## config.mk

```make
export PLATFORM = sky130hd
export DESIGN_NAME = ui_search_flat
export DESIGN_NICKNAME = d
export VERILOG_FILES = /design/src/rtl/ui_search_if.sv /design/src/rtl/ui_search.sv /design/src/flat_wrapper.sv
export SDC_FILE = /design/constraint.sdc
export NUM_CORES = 1
export LEC_CHECK = 0
export CAP_MARGIN = 20
export CELL_PAD_IN_SITES_DETAIL_PLACEMENT = 1
export CELL_PAD_IN_SITES_GLOBAL_PLACEMENT = 1
export CORE_ASPECT_RATIO = 1.2
export CORE_MARGIN = 8
export CORE_UTILIZATION = 36
export CTS_CLUSTER_SIZE = 20
export DETAILED_ROUTE_END_ITERATION = 6
export PLACE_DENSITY_LB_ADDON = 0.1
export SLEW_MARGIN = 10
export SYNTH_ARGS = -nofsm -noshare
export SYNTH_HDL_FRONTEND = slang
export SYNTH_SLANG_ARGS = --single-unit
```

## constraint.sdc

```tcl
create_clock -name CS -period 2.6 [get_ports CS]
set_input_delay 0.52 -clock CS [delete_from_list [all_inputs] [get_ports CS]]
set_output_delay 0.52 -clock CS [all_outputs]
set_load 0.05 [all_outputs]
```

## src/rtl/ui_search_if.sv

```systemverilog
// ui_search_if: search request, Ui table lookup and result signals of ui_search.
// The slave side is the search engine; the master side is its requester plus the Ui table.
`default_nettype none

interface ui_search_if;
  logic       start;
  logic [7:0] key;
  logic [7:0] add;
  logic [7:0] Uip;
  logic       busy;
  logic       done;
  logic       found;
  logic [7:0] match_add;
  logic [8:0] match_cnt;

  modport slave (
    input  start, key, Uip,
    output add, busy, done, found, match_add, match_cnt
  );

  modport master (
    output start, key, Uip,
    input  add, busy, done, found, match_add, match_cnt
  );
endinterface

`default_nettype wire

```

## src/rtl/ui_search.sv

```systemverilog
// ui_search: scans the Ui table from address 0 up to LAST_ADDR for a latched key.
// It stops on the first hit, or counts every hit when COUNT_ALL=1.
`default_nettype none

module ui_search #(
  parameter int LAST_ADDR = 255,
  parameter bit COUNT_ALL = 1'b0
) (
  input  logic         CS,
  input  logic         cen,
  ui_search_if.slave   bus
);

  typedef enum logic [1:0] {
    IDLE  = 2'd0,
    SCAN  = 2'd1,
    DRAIN = 2'd2,
    DONE  = 2'd3
  } state_t;

  localparam logic [7:0] LastAddr = LAST_ADDR[7:0];
  localparam logic [8:0] CntMax   = 9'd256;

  state_t     state_q, state_d;
  logic [7:0] key_q, key_d;
  logic [7:0] add_q, add_d;
  // Address and valid flag of the read now returning on Uip (one-cycle Ui latency).
  logic [7:0] rd_add_q, rd_add_d;
  logic       rd_valid_q, rd_valid_d;
  logic       found_q, found_d;
  logic [7:0] match_add_q, match_add_d;
  logic [8:0] match_cnt_q, match_cnt_d;
  logic       hit;

  assign hit = rd_valid_q && (bus.Uip == key_q);

  always_ff @(posedge CS) begin
    if (cen) begin
      state_q     <= IDLE;
      key_q       <= 8'd0;
      add_q       <= 8'd0;
      rd_add_q    <= 8'd0;
      rd_valid_q  <= 1'b0;
      found_q     <= 1'b0;
      match_add_q <= 8'd0;
      match_cnt_q <= 9'd0;
    end else begin
      state_q     <= state_d;
      key_q       <= key_d;
      add_q       <= add_d;
      rd_add_q    <= rd_add_d;
      rd_valid_q  <= rd_valid_d;
      found_q     <= found_d;
      match_add_q <= match_add_d;
      match_cnt_q <= match_cnt_d;
    end
  end

  always_comb begin
    state_d     = state_q;
    key_d       = key_q;
    add_d       = add_q;
    rd_add_d    = add_q;
    rd_valid_d  = (state_q == SCAN);
    found_d     = found_q;
    match_add_d = match_add_q;
    match_cnt_d = match_cnt_q;

    if ((state_q == SCAN || state_q == DRAIN) && hit) begin
      if (!found_q) begin
        found_d     = 1'b1;
        match_add_d = rd_add_q;
      end
      if (match_cnt_q != CntMax) begin
        match_cnt_d = match_cnt_q + 9'd1;
      end
    end

    case (state_q)
      IDLE: begin
        if (bus.start) begin
          key_d       = bus.key;
          add_d       = 8'd0;
          found_d     = 1'b0;
          match_add_d = 8'd0;
          match_cnt_d = 9'd0;
          state_d     = SCAN;
        end
      end
      SCAN: begin
        if (add_q == LastAddr) begin
          state_d = DRAIN;
        end else begin
          add_d = add_q + 8'd1;
        end
        // First-hit mode drops the reads still in flight.
        if (hit && !COUNT_ALL) begin
          state_d    = DONE;
          rd_valid_d = 1'b0;
        end
      end
      DRAIN: begin
        state_d = DONE;
      end
      DONE: begin
        state_d = IDLE;
      end
      default: begin
        state_d = IDLE;
      end
    endcase
  end

  assign bus.add       = add_q;
  assign bus.busy      = (state_q == SCAN) || (state_q == DRAIN);
  assign bus.done      = (state_q == DONE);
  assign bus.found     = found_q;
  assign bus.match_add = match_add_q;
  assign bus.match_cnt = match_cnt_q;

endmodule

`default_nettype wire

```

## src/flat_wrapper.sv

```systemverilog
// flat-port wrapper written by rule: the top's interface ports become plain ports
module ui_search_flat 
#(
  parameter int LAST_ADDR = 255,
  parameter bit COUNT_ALL = 1'b0
)
  (CS, cen, bus_start, bus_key, bus_Uip, bus_add, bus_busy, bus_done, bus_found, bus_match_add, bus_match_cnt);
  ui_search_if bus_i ();
  input  logic CS;
  input  logic cen;
  input wire logic [$bits(bus_i.start)-1:0] bus_start;
  input wire logic [$bits(bus_i.key)-1:0] bus_key;
  input wire logic [$bits(bus_i.Uip)-1:0] bus_Uip;
  output wire logic [$bits(bus_i.add)-1:0] bus_add;
  output wire logic [$bits(bus_i.busy)-1:0] bus_busy;
  output wire logic [$bits(bus_i.done)-1:0] bus_done;
  output wire logic [$bits(bus_i.found)-1:0] bus_found;
  output wire logic [$bits(bus_i.match_add)-1:0] bus_match_add;
  output wire logic [$bits(bus_i.match_cnt)-1:0] bus_match_cnt;
  assign bus_i.start = bus_start;
  assign bus_i.key = bus_key;
  assign bus_i.Uip = bus_Uip;
  assign bus_add = bus_i.add;
  assign bus_busy = bus_i.busy;
  assign bus_done = bus_i.done;
  assign bus_found = bus_i.found;
  assign bus_match_add = bus_i.match_add;
  assign bus_match_cnt = bus_i.match_cnt;
  ui_search #(.LAST_ADDR(LAST_ADDR), .COUNT_ALL(COUNT_ALL)) u_core (.CS(CS), .cen(cen), .bus(bus_i));
endmodule
```

==> impl_metrics.prom <==
# TYPE chip_impl_metric gauge
chip_impl_metric{name="ios",unit=""} 47
chip_impl_metric{name="switching_power",unit="mW"} 0.508
chip_impl_metric{name="clock_tree.buffer_depth",unit=""} 2
chip_impl_info{name="synth_top_flop_cell",value="sky130_fd_sc_hd__dfxtp_1"} 1
chip_impl_info{name="cts_tree",value="done"} 1
chip_impl_metric{name="yosysUniqueCellTypes",unit=""} 34
chip_impl_metric{name="proportion_of_power_drawn_by_combinational_gates",unit=""} 0.237
chip_impl_metric{name="synth_edf_count",unit=""} 0
chip_impl_metric{name="crit_fanout",unit=""} 6
chip_impl_metric{name="clk_latency",unit="ns"} 0.31
chip_impl_metric{name="numCtsBuffers",unit=""} 5
chip_impl_metric{name="syn-num-nets",unit=""} 259
chip_impl_metric{name="timing.critical_path.required",unit="ns"} 2.08
chip_impl_metric{name="antenna_violations_before_repair",unit=""} 0
chip_impl_metric{name="syn-instance-count",unit=""} 233
chip_impl_metric{name="hpwl",unit="µm"} 3880
chip_impl_metric{name="grt_use_met1",unit=""} 0.140
chip_impl_metric{name="n_diodes",unit=""} 0
chip_impl_metric{name="initial_drt_pass_iterations",unit=""} 4
chip_impl_metric{name="finalWorstSetupSlack",unit="ns"} 0.335
chip_impl_metric{name="port_buffers",unit=""} 46
chip_impl_metric{name="cts_hold_buf",unit=""} 0
chip_impl_metric{name="synthToLayoutAreaGrowth",unit="%"} 34.1
chip_impl_info{name="synth.largest_area_cell",value="sky130_fd_sc_hd__dfxtp_1"} 1
chip_impl_metric{name="gp_congestion",unit=""} 0.735
chip_impl_info{name="grt-busiest-layer",value="met2"} 1
chip_impl_metric{name="route.detailed.drc",unit=""} 0
chip_impl_metric{name="drv_slew",unit=""} 0
chip_impl_metric{name="detail_route.vias_per_cell",unit=""} 5.27
chip_impl_metric{name="multiInputGateArea",unit="mm²"} 0.00102
chip_impl_metric{name="cp.arrival",unit="ns"} 1.75
chip_impl_metric{name="placement_setup_slack",unit="ns"} 0.0391
chip_impl_metric{name="totalWireLength",unit="µm"} 5160
chip_impl_info{name="path_class",value="reg -> out"} 1
chip_impl_metric{name="finalSetupViolCount",unit=""} 0
chip_impl_metric{name="grt_start_max_net_pins",unit=""} 19
chip_impl_metric{name="layout_worst_path_cycle_share",unit=""} 0.871
chip_impl_metric{name="synth_top_area_share",unit=""} 0.451
chip_impl_metric{name="floorplan.initialDensity",unit=""} 0.374
chip_impl_metric{name="mappedNetlistArea",unit="mm²"} 0.00200
chip_impl_metric{name="drt_iter0_drc",unit=""} 23
chip_impl_info{name="run_status",value="finished, final reports clean"} 1
chip_impl_metric{name="stdcell_area",unit="mm²"} 0.00268
chip_impl_metric{name="final_layout_size_suffix_gt1_frac",unit=""} 0.0833
chip_impl_metric{name="p_clk_frac",unit=""} 0.293
chip_impl_metric{name="switching_share",unit=""} 0.323
chip_impl_metric{name="relative_max_transition_margin",unit=""} 0.661
chip_impl_metric{name="finalClockSkew",unit="ns"} 0.00876
chip_impl_metric{name="timing_worst_slew_pin_value",unit="ns"} 0.507
chip_impl_metric{name="design.core.area",unit="mm²"} 0.00533
chip_impl_metric{name="synth_sequential_area_ratio",unit=""} 0.451
chip_impl_metric{name="p_per_area",unit="mW/mm²"} 587
chip_impl_metric{name="first_global_vias",unit=""} 1953
chip_impl_metric{name="routed_wire_length_per_instance",unit="µm"} 14.7
chip_impl_metric{name="die_w",unit="µm"} 84.0
chip_impl_metric{name="synth.yosys.warnings",unit=""} 0
chip_impl_metric{name="die_height",unit="µm"} 97.6
chip_impl_metric{name="detail_route_antenna_nets",unit=""} 0
chip_impl_metric{name="setup_fix_buffers_added_after_clock_tree_synthesis",unit=""} 0
chip_impl_metric{name="setup_tns",unit="ns"} 0
chip_impl_metric{name="drv.max_cap_violation_count",unit=""} 0
chip_impl_metric{name="clk_pin_slew",unit="ns"} 0.09
chip_impl_metric{name="global_route.overflow_total",unit=""} 0
chip_impl_metric{name="finalPower",unit="mW"} 1.57
chip_impl_info{name="rsz_0062_raised_after_global_routing",value="false"} 1
chip_impl_info{name="start_kind",value="register"} 1
chip_impl_info{name="cts_root_buffer",value="sky130_fd_sc_hd__clkbuf_8"} 1
chip_impl_info{name="cells_along_the_critical_path",value="buf_4 -> ha_1 -> clkdlybuf4s50_1"} 1
chip_impl_metric{name="h-tree-depth",unit=""} 2
chip_impl_metric{name="static_leakage",unit="nW"} 0.902
chip_impl_metric{name="std_cell_rows",unit=""} 29
chip_impl_metric{name="detailed_place.area",unit="mm²"} 0.00258
chip_impl_metric{name="layout.nets",unit=""} 313
chip_impl_metric{name="fill_cells",unit=""} 657
chip_impl_metric{name="async_flop_share",unit=""} 0
chip_impl_metric{name="timing.final.hold_violations",unit=""} 0
chip_impl_info{name="worst_path_max_delay_cell",value="sky130_fd_sc_hd__clkdlybuf4s50_1"} 1
chip_impl_metric{name="globalRouteMet3Util",unit=""} 0.0319
chip_impl_metric{name="track_usage",unit=""} 0.129
chip_impl_metric{name="period_minus_slack",unit="ns"} 2.27
chip_impl_info{name="yosys-top-cells-area",value="sky130_fd_sc_hd__dfxtp_1 45%, sky130_fd_sc_hd__a21oi_1 6.5%, sky130_fd_sc_hd__nand2_1 6.0%"} 1
chip_impl_metric{name="timing.reg2reg.setup_slack",unit="ns"} 0.39
chip_impl_metric{name="dieArea",unit="mm²"} 0.00819
chip_impl_metric{name="grt_use_met2",unit=""} 0.227
chip_impl_info{name="hold_path.class",value="reg -> reg"} 1
chip_impl_metric{name="cell_internal_pwr",unit="mW"} 1.06
chip_impl_metric{name="power.share.sequential",unit=""} 0.470
chip_impl_metric{name="synth.avg_cell_area",unit="µm²"} 8.57
chip_impl_metric{name="ys_ff_latch",unit=""} 45
chip_impl_info{name="setup.worst_path.end_class",value="output pin"} 1
chip_impl_metric{name="grt_first_pass_wirelength",unit="µm"} 8920
chip_impl_metric{name="cts-resized-gates",unit=""} 0
chip_impl_metric{name="route.vias.total",unit=""} 1846
chip_impl_metric{name="vdd_ir_drop_max",unit="µV"} 396
chip_impl_metric{name="clkSinkCount",unit=""} 45
chip_impl_metric{name="sequential_area",unit="µm²"} 901
chip_impl_metric{name="worst_path_largest_cell_delay",unit="ns"} 0.80
chip_impl_metric{name="fmax",unit="MHz"} 441
==> Yosys cell counts (2+ instances only) <==
library cell / count
sky130_fd_sc_hd__o41ai_1: 4
sky130_fd_sc_hd__nor2b_1: 9
sky130_fd_sc_hd__nand2_1: 32
sky130_fd_sc_hd__nor2_1: 10
sky130_fd_sc_hd__xnor2_1: 11
sky130_fd_sc_hd__nor4_1: 2
sky130_fd_sc_hd__clkbuf_1: 7
sky130_fd_sc_hd__nand3_1: 10
sky130_fd_sc_hd__nand4_1: 4
sky130_fd_sc_hd__a21oi_1: 26
sky130_fd_sc_hd__ha_1: 7
sky130_fd_sc_hd__nor3_1: 5
sky130_fd_sc_hd__dfxtp_1: 45
sky130_fd_sc_hd__o311ai_0: 5
sky130_fd_sc_hd__or3_1: 8
sky130_fd_sc_hd__o21ai_0: 15
sky130_fd_sc_hd__nand3b_1: 8
sky130_fd_sc_hd__inv_1: 9
==> cells by family (layout without fill, tap and decap cells) <==
| group | count (synthesis) | in the layout | share of synthesized area |
|---|---|---|---|
| muxes | 1 | 1 | 0.00502 |
| xor gates and xnor gates | 11 | 11 | 0.0483 |
| buffers and inverters | 18 | 73 | 0.0382 |
| adders and majority gates | 7 | 7 | 0.0439 |
| DFF | 45 | 45 | 0.451 |
| AOI/OAI and AO/OA | 57 | 57 | 0.171 |
| and+or+nand+nor | 94 | 94 | 0.242 |
==> critical path: cells and delay by family (launching register included) <==
family                   cells  cell delay (ns)
adder cells (fa/ha/maj)      1             0.14
buffers and inverters        2             0.95
flip-flops                   1             0.35
==> metal layers <==
metal | part of all wire | vias to the layer above
met3 | 0.039 | 8
met4 | 0.014 | 0
met1 | 0.45 | 876
met5 | 0 | -
met2 | 0.50 | 26
li1 | - | 936
==> worst paths after layout <==
check | cells past startpoint | startpoint | to
worst max-delay path | 3 | u_core.state_q[0] | bus_done
worst min-delay path | 2 | u_core.rd_add_q[7] | u_core.bus.match_add[7]
worst max register to register | 6 | u_core.state_q[1] | u_core.bus.match_cnt[4]
worst min register to register | 2 | u_core.rd_add_q[7] | u_core.bus.match_add[7]
==> layout make-up <==
type	instances	area share
Clock buffer	5	0.0257
Tap cell	62	0.0290
Clock inverter	3	0.00935
Sequential cell	45	0.337
Multi-Input combinational cell	170	0.383
Inverter	9	0.0126
Timing Repair Buffer	56	0.204
==> cells in the final DEF, fill, tap and decap left out, types with 2 or more instances in the layout <==
cell / Yosys / final
sky130_fd_sc_hd__ha_1: 7 / 7
sky130_fd_sc_hd__nor3_1: 5 / 5
sky130_fd_sc_hd__o311ai_0: 5 / 5
sky130_fd_sc_hd__nand3_1: 10 / 10
sky130_fd_sc_hd__clkbuf_8: 0 / 5
sky130_fd_sc_hd__a21oi_1: 26 / 26
sky130_fd_sc_hd__nor2_1: 10 / 10
sky130_fd_sc_hd__clkdlybuf4s50_1: 0 / 45
sky130_fd_sc_hd__o21ai_0: 15 / 15
sky130_fd_sc_hd__buf_4: 0 / 10
sky130_fd_sc_hd__o41ai_1: 4 / 4
sky130_fd_sc_hd__nand3b_1: 8 / 8
sky130_fd_sc_hd__inv_1: 9 / 9
sky130_fd_sc_hd__nand2_1: 32 / 32
sky130_fd_sc_hd__nand4_1: 4 / 4
sky130_fd_sc_hd__inv_6: 0 / 2
sky130_fd_sc_hd__or3_1: 8 / 8
sky130_fd_sc_hd__dfxtp_1: 45 / 45
sky130_fd_sc_hd__xnor2_1: 11 / 11
sky130_fd_sc_hd__nor2b_1: 9 / 9
==> flip-flops by register name, summed over array words and instances, names as in the netlist <==
| register | count |
|---|---|
| u_core.rd_add_q | 8 |
| u_core.bus.match_cnt | 9 |
| u_core.bus.found | 1 |
| u_core.rd_valid_q | 1 |
| u_core.bus.match_add | 8 |
| u_core.bus.add | 8 |
| u_core.key_q | 8 |
| u_core.state_q | 2 |
==> power groups by stage <==
stage	combinational, mW	clock [mW]	sequential (mW)
finish	0.372	0.460	0.738
global route	0.415	0.508	0.742
CTS	0.378	0.481	0.739
detailed placement	0.376	0	0.755
global placement	0.370	0	0.755
floorplan	0.231	0	0.761
==> through the flow <==
| step | hold WS, ns | util | cells |
|---|---|---|---|
| global route | 0.474 | 0.502 | 350 |
| detailed placement | 0.459 | 0.484 | 342 |
| floorplan | 0.442 | - | 233 |
| CTS | 0.468 | 0.502 | 350 |
| finish | 0.464 | 0.502 | 350 |
| global placement | 0.452 | 0.484 | 342 |
Power figures use the tool's default switching activity.
